## src/rtl/wave_pkg.sv

```systemverilog
// Shared definitions for the waveform gain scaling stage.
//
// Contents:
//   GAIN_UNITY / GAIN_0P8 / GAIN_0P75 / GAIN_0P4 - unsigned Q1.15 gain constants
//   Q15_ROUND    - half-LSB offset added before the >>15 of a Q1.15 product
//   gain_state_t - encoding of the gain qualification state machine
package wave_pkg;

    localparam logic [15:0] GAIN_UNITY = 16'h8000;
    localparam logic [15:0] GAIN_0P8   = 16'h6666;
    localparam logic [15:0] GAIN_0P75  = 16'h6000;
    localparam logic [15:0] GAIN_0P4   = 16'h3333;

    localparam logic [15:0] Q15_ROUND  = 16'h4000;

    typedef enum logic [1:0] {
        IDLE  = 2'd0,
        COUNT = 2'd1,
        PEND  = 2'd2
    } gain_state_t;

endpackage

```

## src/rtl/gain_lut.sv

```systemverilog
// Combinational decode of the board waveform/gain selects into a Q1.15 gain.
//
// Ports:
//   code - {wave_sel, wave_gain}, each nominally one-hot
//   gain - unsigned Q1.15 gain; any unlisted code falls back to unity
module gain_lut
    import wave_pkg::*;
(
    input  logic [5:0]  code,
    output logic [15:0] gain
);

    always_comb begin
        gain = GAIN_UNITY;
        case (code)
            6'b001_001: gain = GAIN_UNITY;
            6'b010_001: gain = GAIN_0P8;
            6'b010_010: gain = GAIN_0P4;
            6'b100_001: gain = GAIN_0P8;
            6'b100_010: gain = GAIN_0P75;
            6'b100_100: gain = GAIN_0P4;
            default:    gain = GAIN_UNITY;
        endcase
    end

endmodule

```

## src/rtl/wave_gain_scaler.sv

```systemverilog
// Pipelined amplitude scaler between flash_ctrl and flow_ctrl. Each incoming
// sample is multiplied by the currently applied Q1.15 gain, rounded half up
// and saturated. Gain changes arrive on asynchronous board selects, are
// synchronized, debounced for STABLE_CYC cycles and only applied while the
// pipeline is empty and no sample is arriving.
//
// Ports:
//   mclk, rst_n         - clock, asynchronous active-low reset
//   wave_sel, wave_gain - asynchronous one-hot selects from the board
//   in_dv, in_data      - raw unsigned sample strobe and data
//   out_dv, out_data    - scaled sample strobe; out_data holds between strobes
//   cur_gain            - gain currently applied to new samples (Q1.15)
//   gain_upd            - high in the cycle a qualified gain is loaded
//   busy                - any pipeline stage holds a valid sample
module wave_gain_scaler
    import wave_pkg::*;
#(
    parameter int DATA_NBIT  = 20,
    parameter int STABLE_CYC = 4
) (
    input  logic                 mclk,
    input  logic                 rst_n,
    input  logic [2:0]           wave_sel,
    input  logic [2:0]           wave_gain,
    input  logic                 in_dv,
    input  logic [DATA_NBIT-1:0] in_data,
    output logic                 out_dv,
    output logic [DATA_NBIT-1:0] out_data,
    output logic [15:0]          cur_gain,
    output logic                 gain_upd,
    output logic                 busy
);

    localparam int PROD_W = DATA_NBIT + 16;
    localparam int SUM_W  = DATA_NBIT + 17;
    localparam int RES_W  = DATA_NBIT + 2;
    localparam logic [7:0] CNT_LAST = 8'(STABLE_CYC - 1);

    logic [5:0]            sync_meta;
    logic [5:0]            sync_code;
    logic [15:0]           dec_gain;

    gain_state_t           state;
    gain_state_t           next_state;
    logic [15:0]           cand;
    logic [15:0]           next_cand;
    logic [7:0]            cnt;
    logic [7:0]            next_cnt;
    logic                  take_update;

    logic                  v1;
    logic                  v2;
    logic [DATA_NBIT-1:0]  s1_data;
    logic [15:0]           s1_gain;
    logic [PROD_W-1:0]     s2_prod;
    logic [RES_W-1:0]      rnd_res;

    // Two-flop synchronizer for the board selects; both halves of the code
    // move together so the decoder never sees a mixed old/new pair for long.
    always_ff @(posedge mclk or negedge rst_n) begin
        if (!rst_n) begin
            sync_meta <= '0;
            sync_code <= '0;
        end else begin
            sync_meta <= {wave_sel, wave_gain};
            sync_code <= sync_meta;
        end
    end

    gain_lut u_gain_lut (
        .code (sync_code),
        .gain (dec_gain)
    );

    // Gain qualification state register; cur_gain is only ever loaded from a
    // fully debounced candidate.
    always_ff @(posedge mclk or negedge rst_n) begin
        if (!rst_n) begin
            state    <= IDLE;
            cand     <= GAIN_UNITY;
            cnt      <= '0;
            cur_gain <= GAIN_UNITY;
        end else begin
            state <= next_state;
            cand  <= next_cand;
            cnt   <= next_cnt;
            if (take_update) begin
                cur_gain <= cand;
            end
        end
    end

    // Next-state logic. A decoded value that changes while counting or
    // pending restarts qualification; in PEND a change takes priority over
    // applying the stale candidate.
    always_comb begin
        next_state  = state;
        next_cand   = cand;
        next_cnt    = cnt;
        take_update = 1'b0;
        case (state)
            IDLE: begin
                if (dec_gain != cur_gain) begin
                    next_cand  = dec_gain;
                    next_cnt   = '0;
                    next_state = COUNT;
                end
            end
            COUNT: begin
                if (dec_gain != cand) begin
                    next_cand = dec_gain;
                    next_cnt  = '0;
                end else if (cnt == CNT_LAST) begin
                    next_state = (cand == cur_gain) ? IDLE : PEND;
                end else begin
                    next_cnt = cnt + 8'd1;
                end
            end
            PEND: begin
                if (dec_gain != cand) begin
                    next_cand  = dec_gain;
                    next_cnt   = '0;
                    next_state = COUNT;
                end else if (!in_dv && !busy) begin
                    take_update = 1'b1;
                    next_state  = IDLE;
                end
            end
            default: begin
                next_state = IDLE;
            end
        endcase
    end

    assign gain_upd = take_update;

    // Stage 1: capture the sample together with the gain in force when it
    // arrived, so later gain loads cannot affect it.
    always_ff @(posedge mclk or negedge rst_n) begin
        if (!rst_n) begin
            v1      <= 1'b0;
            s1_data <= '0;
            s1_gain <= GAIN_UNITY;
        end else begin
            v1 <= in_dv;
            if (in_dv) begin
                s1_data <= in_data;
                s1_gain <= cur_gain;
            end
        end
    end

    // Stage 2: full-width unsigned product.
    always_ff @(posedge mclk or negedge rst_n) begin
        if (!rst_n) begin
            v2      <= 1'b0;
            s2_prod <= '0;
        end else begin
            v2 <= v1;
            if (v1) begin
                s2_prod <= PROD_W'(s1_data) * PROD_W'(s1_gain);
            end
        end
    end

    // Round half up and drop the 15 fractional bits; two extra integer bits
    // are kept so an overflow can be detected.
    assign rnd_res = RES_W'((SUM_W'(s2_prod) + SUM_W'(Q15_ROUND)) >> 15);

    // Stage 3: saturate to the sample width; out_data holds between strobes.
    always_ff @(posedge mclk or negedge rst_n) begin
        if (!rst_n) begin
            out_dv   <= 1'b0;
            out_data <= '0;
        end else begin
            out_dv <= v2;
            if (v2) begin
                if (|rnd_res[RES_W-1:DATA_NBIT]) begin
                    out_data <= '1;
                end else begin
                    out_data <= rnd_res[DATA_NBIT-1:0];
                end
            end
        end
    end

    assign busy = v1 | v2 | out_dv;

endmodule

```

## config.mk

```make
export PLATFORM = sky130hd
export DESIGN_NAME = wave_gain_scaler
export DESIGN_NICKNAME = d
export VERILOG_FILES = /design/src/rtl/wave_pkg.sv /design/src/rtl/gain_lut.sv /design/src/rtl/wave_gain_scaler.sv
export SDC_FILE = /design/constraint.sdc
export NUM_CORES = 1
export LEC_CHECK = 0
export ABC_AREA = 1
export BUFFER_PORTS_ARGS = -buffer_cell sky130_fd_sc_hd__buf_4
export CAP_MARGIN = 20
export CORE_MARGIN = 2
export CORE_UTILIZATION = 38
export CTS_BUF_LIST = sky130_fd_sc_hd__clkbuf_4
export DETAILED_ROUTE_END_ITERATION = 16
export HOLD_SLACK_MARGIN = 0.15
export PLACE_DENSITY = 0.58
export SYNTH_ARGS = -nofsm -noshare
export SYNTH_HDL_FRONTEND = slang
export SYNTH_HIERARCHICAL = 1
export SYNTH_SLANG_ARGS = --single-unit
```

## constraint.sdc

```tcl
create_clock -name mclk -period 5.54 [get_ports mclk]
set_input_delay 0.277 -clock mclk [delete_from_list [all_inputs] [get_ports mclk]]
set_output_delay 0.277 -clock mclk [all_outputs]
set_load 0.02 [all_outputs]
```

==> run summary, run 1 <==
=================================================================================
Critical path endpoint category ....................................     register
Cell class contributing the biggest share of worst-path delay ......  adder cells
Vias per cell ......................................................         4.73
Via count ..........................................................        14100
Peak ir drop on the vdd network ....................................       222 uV
Data required time at the worst endpoint ...........................      6000 ps
Source of the critical timing path .................................   s1_data[9]
Chip height ........................................................       217 um
Power consumption ..................................................      4.88 mW
Initial cell density of the core ...................................        0.383
Maximum frequency from static timing analysis ......................      182 MHz
Crit Path Class ....................................................   reg -> reg
Cell internal power dissipation ....................................      2.64 mW
Worst endpoint data arrival time ...................................      5950 ps
Total of endpoints with negative setup slack in the final report ...            0
TritonCTS buffer count .............................................           17
H-tree depth .......................................................            4
Die footprint ......................................................   47200 um^2
Synth area leaders ................................................. sky130_fd_sc_hd__fa_1 (29%), sky130_fd_sc_hd__dfrtp_1 (19%), sky130_fd_sc_hd__nand2_1 (13%)
Share of total power in sequential cells ...........................        0.280
Overall fraction of global-route tracks in use .....................        0.198
Cells traversed along the worst timing path ........................ buf_6 > buf_4 > nand2_1 > fa_1 > fa_1 > fa_1 > fa_1 > inv_1 > fa_1 > inv_1 > fa_1 > inv_1 > ha_4 > a21oi_2 > o21ai_1 > inv_1 > nand2_1 > a21o_1 > or2_2 > nand3_2 > o21ai_0
Die Wd .............................................................       217 um
Worst-case headroom to the max-slew limit ..........................        0.369
Number of hold-slack violations in the final timing report .........            0
Leakage power summed over all cells ................................      11.4 nW
Layout Area Growth over Synthesis ..................................        22.0%
WHS ................................................................       282 ps
Final Wtd Congestion ...............................................        0.873
Max_cap viols ......................................................            0
Max-slew violation total from the final report .....................            0
Reg2Reg Depth ......................................................           21
Antenna Nets Post-Route ............................................            0
Number of stages on the worst setup path ...........................           21
Top post-synthesis cells by count .................................. sky130_fd_sc_hd__nand2_1 (598), sky130_fd_sc_hd__inv_1 (518), sky130_fd_sc_hd__fa_1 (249), sky130_fd_sc_hd__dfrtp_1 (132), sky130_fd_sc_hd__ha_1 (111)
CTS sink count .....................................................          135
Number of rows in the core area ....................................           78
Number of nets in the final layout .................................         2745
Clock period minus worst slack .....................................      5490 ps
Least-Margin Pin Slew ..............................................       946 ps
Part of the total power dissipated in the clock network ............        0.143
Wire length of the first global-routing pass .......................     74400 um
Clock slew seen by the registers of the worst setup and hold paths .       170 ps
Async S/R FF share, synth ..........................................         1.00
Fraction of synthesized cell area taken by the top area cell type ..        0.288
Switching portion of total power ...................................        0.458
Root buf cell ...................................................... sky130_fd_sc_hd__clkbuf_4
Power density normalized to cell area ..............................  231 nW/um^2
Number of buffers and inverters on the critical path ...............            6
WL per Instance ....................................................      15.2 um
Clock tree from TritonCTS ..........................................          yes
Switch Pwr .........................................................      2.23 mW
Maximum net fanout on the critical path ............................            6
Mean Syn Cell Area .................................................    7.89 um^2
EDFF count, synth ..................................................            0
Max Buffers Root-to-Sink ...........................................            2
Dominant cell by count in the synthesized netlist .................. sky130_fd_sc_hd__nand2_1
Gate power share ...................................................        0.577
Antenna violations before repair ...................................            2
Maximum number of pins on one net before global-route repair .......           88
Cell taking the most area after synthesis .......................... sky130_fd_sc_hd__fa_1
Fraction of the cycle the final worst path needs ...................        0.991
Synth warn .........................................................            6
Total length of routed wires .......................................     45300 um
Cell repeated most along the worst path ............................ sky130_fd_sc_hd__fa_1
Post-detail-place hpwl .............................................     35500 um
Final critical-path setup slack ....................................      47.3 ps
Total Negative Setup Slacks ........................................         0 ps
Grt ovf ............................................................            0
Gate count of the mapped netlist ...................................         2190
Portion of the post-synthesis area used by sequential elements .....        0.196
FF+latch count, synth ..............................................          135
Iteration count of the initial detailed-routing pass ...............            5
Share of cells above drive strength 1 ..............................        0.215
Final setup skew ...................................................      41.8 ps
Via count of the first global-routing pass .........................        14800
Critical path's slowest cell ....................................... sky130_fd_sc_hd__fa_1
Filler instances ...................................................         4439
Startpoint kind of the worst setup timing path .....................     register
Min-delay worst type ...............................................  in -> async
Setup repair after global routing missed its margin ................          yes
Port Buffer Count ..................................................           67
Highest cell delay on the worst timing path ........................       560 ps
Setup slack at placement ...........................................      -259 ps
Number of ports placed on the die boundary .........................           68
Post-Syn Area ......................................................   17300 um^2
First-iteration detailed-routing DRC count .........................          639
Origin of the critical flop-to-flop path ...........................   s1_data[9]
Yosys cell types ...................................................           49
Placeable Area .....................................................   45100 um^2
Worst-skew pair later-pin latency ..................................       640 ps
Status ............................................................. finished, final reports clean
DRC errors left ....................................................            0
Top flip-flop cell by instance count after synthesis ............... sky130_fd_sc_hd__dfrtp_1
Final Util .........................................................        0.468
=================================================================================
==> kinds of logic (layout without fill, tap and decap cells) <==
family | after synthesis | after routing | share of synthesized area
compound gates | 152 | 152 | 0.0481
xor+xnor | 57 | 57 | 0.0289
fa+ha+maj | 360 | 360 | 0.369
buf+inv | 624 | 801 | 0.140
flops | 135 | 135 | 0.196
mux | 31 | 31 | 0.0202
other cells | 1 | 5 | 0.000217
simple gates | 830 | 830 | 0.199
==> cell type report <==
type,count,area [um^2],share of cell area
multi-input cells,1433,12400,0.589
flip-flops and latches,135,3400,0.161
repair buffers,246,2260,0.107
inverters,523,1970,0.0932
well taps,600,751,0.0356
clock inverters,14,141,0.00671
clock buffers,18,135,0.00641
diodes,2,5.00,0.000237
==> per-stage QoR <==
step                      instance area, um^2  instances
after global placement                  19200       2875
after detailed placement                19200       2875
final                                   21100       2971
after CTS                               20000       2942
after floorplan                         17300       2192
after global routing                    21100       2971
==> state kept, by name, indices dropped and copies added (netlist names) <==
| signal | flops |
|---|---|
| s1_data | 20 |
| s2_prod | 22 |
| cur_gain | 16 |
| cand | 16 |
| state | 2 |
| out_data | 20 |
| sync_meta | 6 |
| v1 | 1 |
| cnt | 8 |
| v2 | 1 |
| s1_gain | 16 |
| out_dv | 1 |
| sync_code | 6 |
==> per-layer routing <==
layer | track usage | vias to the layer above | wire, um
met3 | 0.0260 | 79 | 2220
met1 | 0.255 | 6906 | 19100
met5 | 0 | - | 0
met4 | 0.0619 | 0 | 1170
li1 | - | 6778 | -
met2 | 0.344 | 304 | 22700
==> power groups by stage <==
stage / sequential, mW / combinational, mW / clock, mW
finish: 1.37 / 2.81 / 0.699
global route: 1.39 / 3.11 / 0.757
CTS: 1.37 / 2.32 / 0.725
detailed placement: 1.38 / 2.20 / 0
global placement: 1.38 / 2.19 / 0
floorplan: 1.36 / 1.36 / 0
==> layout by cell type, fill, tap and decap left out, drive strengths merged, types with 17 or more instances in the layout <==
cell type,n
nand2,605
a21oi,49
buf,217
xor2,32
nor2,104
dlygate4sd3,28
ha,111
nor3,18
xnor2,25
clkbuf,19
dfrtp,132
nand3,60
inv,530
mux2,31
fa,249
nand4,17
o21ai,71
==> final timing paths <==
check                                    end  slack [ps]
worst max register to register   s2_prod[20]          50
max in group asynchronous        s2_prod[22]        3960
min in group mclk               sync_meta[0]         290
worst max-delay path             s2_prod[20]          50
worst min register to register  sync_code[2]         360
worst min-delay path             s1_data[17]         280
==> repair_timing <==
item,in CTS,in global routing
setup endpoints to repair,22,22
hold buffers,28,0
hold endpoints to repair,113,0
resized for setup,53,228
buffers inserted,7,27
pin swaps,8,67
gates cloned,0,1
No activity file was read; power rests on OpenSTA's default activity.
==> run 2: changes to the inputs <==
--- a/config.mk
+++ b/config.mk
@@ -10,7 +10,7 @@
 export CAP_MARGIN = 20
 export CORE_MARGIN = 2
 export CORE_UTILIZATION = 38
-export CTS_BUF_LIST = sky130_fd_sc_hd__clkbuf_4
+export CTS_CLUSTER_DIAMETER = 60
 export DETAILED_ROUTE_END_ITERATION = 16
 export HOLD_SLACK_MARGIN = 0.15
 export PLACE_DENSITY = 0.58
==> run 2 against run 1 <==
Effect of this change:
- power is 5.4% higher
- sequential cell count did not move
- clock-buffer cell count rose by 1
- sequential power is essentially flat
- largest cell class unchanged
- clock power is 66% higher
- register-to-register slack better by 40 ps
- core utilization shrank 0.33 points
- fmax rose by 0.79%
- wire length decreased by 1.7%
- cell area shrank 0.71%
- global-route usage barely moved
- die area stayed put
==> run summary, run 2 (synthesis results as in run 1) <==
=================================================================================
Max_cap viols ......................................................            0
Root buf cell ...................................................... sky130_fd_sc_hd__clkbuf_16
Multi-input gate area ..............................................   12100 um^2
Leakage power summed over all cells ................................      11.4 nW
Clock slew seen by the registers of the worst setup and hold paths .        70 ps
Total of endpoints with negative setup slack in the final report ...            0
Share of cells above drive strength 1 ..............................        0.193
Fraction of the cycle the final worst path needs ...................        0.984
Filler instances ...................................................         4465
Maximum net fanout on the critical path ............................           15
Total length of routed wires .......................................     44500 um
Chip height ........................................................       217 um
Cell class contributing the biggest share of worst-path delay ......  adder cells
Antenna Nets Post-Route ............................................            0
Leading cell types in the layout, fill and taps excluded ........... sky130_fd_sc_hd__nand2_1 (570), sky130_fd_sc_hd__inv_1 (507), sky130_fd_sc_hd__fa_1 (237)
Worst setup endpoint ...............................................  s2_prod[24]
Commonest non-fill, non-tap cell in the layout ..................... sky130_fd_sc_hd__nand2_1
Maximum frequency from static timing analysis ......................      183 MHz
Placeable Area .....................................................   45100 um^2
Largest Register ...................................................      s2_prod
Total placed instance area .........................................   19200 um^2
Antenna diode instance count .......................................            0
Vias per cell ......................................................         4.73
Source of the critical timing path .................................  s1_data[10]
Origin of the critical flop-to-flop path ...........................  s1_data[10]
Reg2Reg Depth ......................................................           24
WL per Instance ....................................................      15.1 um
Peak ir drop on the vdd network ....................................       285 uV
Post-detail-place hpwl .............................................     35500 um
H-tree depth .......................................................            4
CTS sink count .....................................................          135
Via count ..........................................................        14000
Overall fraction of global-route tracks in use .....................        0.198
Final setup skew ...................................................      19.4 ps
Seq. cell area .....................................................    3400 um^2
Antenna violations before repair ...................................            0
Critical path endpoint category ....................................     register
TritonCTS buffer count .............................................           17
Die footprint ......................................................   47200 um^2
Critical path's slowest cell ....................................... sky130_fd_sc_hd__fa_1
Setup repair after global routing missed its margin ................          yes
Hold depth .........................................................            1
Number of ports placed on the die boundary .........................           68
Via count of the first global-routing pass .........................        14800
Max Buffers Root-to-Sink ...........................................            2
Register-to-Register Setup Slack ...................................        90 ps
Die Wd .............................................................       217 um
Number of buffers and inverters on the critical path ...............            9
Worst-skew pair later-pin latency ..................................       450 ps
Largest register FFs ...............................................           22
Number of rows in the core area ....................................           78
Final Wtd Congestion ...............................................        0.873
Data required time at the worst endpoint ...........................      5860 ps
Least-Margin Pin Slew ..............................................       940 ps
DRC errors left ....................................................            0
Min-delay worst type ...............................................    in -> reg
Maximum number of pins on one net before global-route repair .......           88
Number of nets in the final layout .................................         2731
Initial cell density of the core ...................................        0.383
Worst r2r dst ......................................................  s2_prod[24]
Number of hold-slack violations in the final timing report .........            0
Grt ovf ............................................................            0
Worst endpoint data arrival time ...................................      5770 ps
Startpoint kind of the worst setup timing path .....................     register
Port Buffer Count ..................................................           67
Wire length of the first global-routing pass .......................     74200 um
Status ............................................................. finished, final reports clean
Number of stages on the worst setup path ...........................           24
Power density normalized to cell area ..............................  246 nW/um^2
WHS ................................................................       235 ps
Layout Area Growth over Synthesis ..................................        21.1%
Highest cell delay on the worst timing path ........................       550 ps
Max-slew violation total from the final report .....................            0
Registers with the most flip-flops ................................. s2_prod: 22 flops, out_data: 20 flops, s1_data: 20 flops
Iteration count of the initial detailed-routing pass ...............            5
Worst-case headroom to the max-slew limit ..........................        0.373
Clock period minus worst slack .....................................      5450 ps
Clock tree from TritonCTS ..........................................          yes
Cells traversed along the worst timing path ........................ buf_12 > buf_4 > nand2_1 > inv_1 > fa_1 > fa_1 > fa_1 > fa_1 > fa_1 > inv_1 > fa_1 > inv_1 > ha_4 > buf_4 > nand2_1 > nor2_1 > inv_2 > o21ai_1 > buf_4 > inv_1 > nand2_1 > nand2_1 > nand3_1 > nand2_1
Cell repeated most along the worst path ............................ sky130_fd_sc_hd__fa_1
First-iteration detailed-routing DRC count .........................          610
Final non-filler cell area .........................................   20900 um^2
Crit Path Class ....................................................   reg -> reg
=================================================================================
## run 2: cell count changes in the layout (fill, tap and decap cells not counted), moves of 5 or more
cell / previous run / this run
sky130_fd_sc_hd__clkbuf_16: 1 / 18
sky130_fd_sc_hd__nor2_1: 69 / 75
sky130_fd_sc_hd__buf_4: 181 / 175
sky130_fd_sc_hd__buf_12: 23 / 18
sky130_fd_sc_hd__clkbuf_4: 18 / 1
sky130_fd_sc_hd__a21oi_4: 9 / 4
sky130_fd_sc_hd__inv_1: 493 / 507
sky130_fd_sc_hd__nor2_4: 18 / 8
sky130_fd_sc_hd__inv_2: 28 / 15
sky130_fd_sc_hd__o21ai_0: 29 / 35
## run 2: metrics by stage
| step | util | std cells | total power, mW | setup TNS, ps | setup slack (ps) |
|---|---|---|---|---|---|
| after CTS | 0.447 | 2936 | 4.86 | -32.3 | -32.3 |
| after detailed placement | 0.425 | 2875 | 3.58 | -2590 | -259 |
| after global placement | 0.425 | 2875 | 3.57 | -2130 | -226 |
| after floorplan | - | 2192 | 2.73 | 0 | 38.0 |
| after global routing | 0.464 | 2955 | 5.53 | -1160 | -145 |
| final | 0.464 | 2955 | 5.14 | 0 | 90.2 |
## run 2: worst min-delay path by stage
stage	start	end	slack, ps
floorplan	rst_n	cand[0]	-20
global placement	sync_meta[0]	sync_code[0]	330
detailed placement	sync_meta[0]	sync_code[0]	330
CTS	in_dv	v1	270
finish	in_dv	v1	240
global route	in_dv	v1	260
## run 2: power breakdown
part	internal (mW)	total, mW	switching (mW)
Sequential	1.17	1.37	0.204
Clock	0.645	1.16	0.513
Combinational	1.15	2.61	1.47
Total	2.96	5.14	2.18
## run 2: area by class of cell
class,count,area share
Sequential cell,135,0.163
Clock inverter,13,0.00658
Tap cell,600,0.0359
Inverter,523,0.0938
Multi-Input combinational cell,1433,0.580
Clock buffer,19,0.0212
Timing Repair Buffer,232,0.0995
## run 2: repair_timing
item	in CTS	in global routing
gates resized for setup	41	164
hold buffers	27	0
setup endpoints to repair	21	22
endpoints found under the hold margin	111	0
buffers inserted	2	18
cloned	0	1
pin swaps	4	37
## run 2: layer usage
layer,global-route usage,part of all wire,up-vias
li1,-,-,6741
met4,0.0575,0.025,0
met1,0.255,0.44,6919
met3,0.0295,0.035,73
met5,0,0,-
met2,0.343,0.50,247
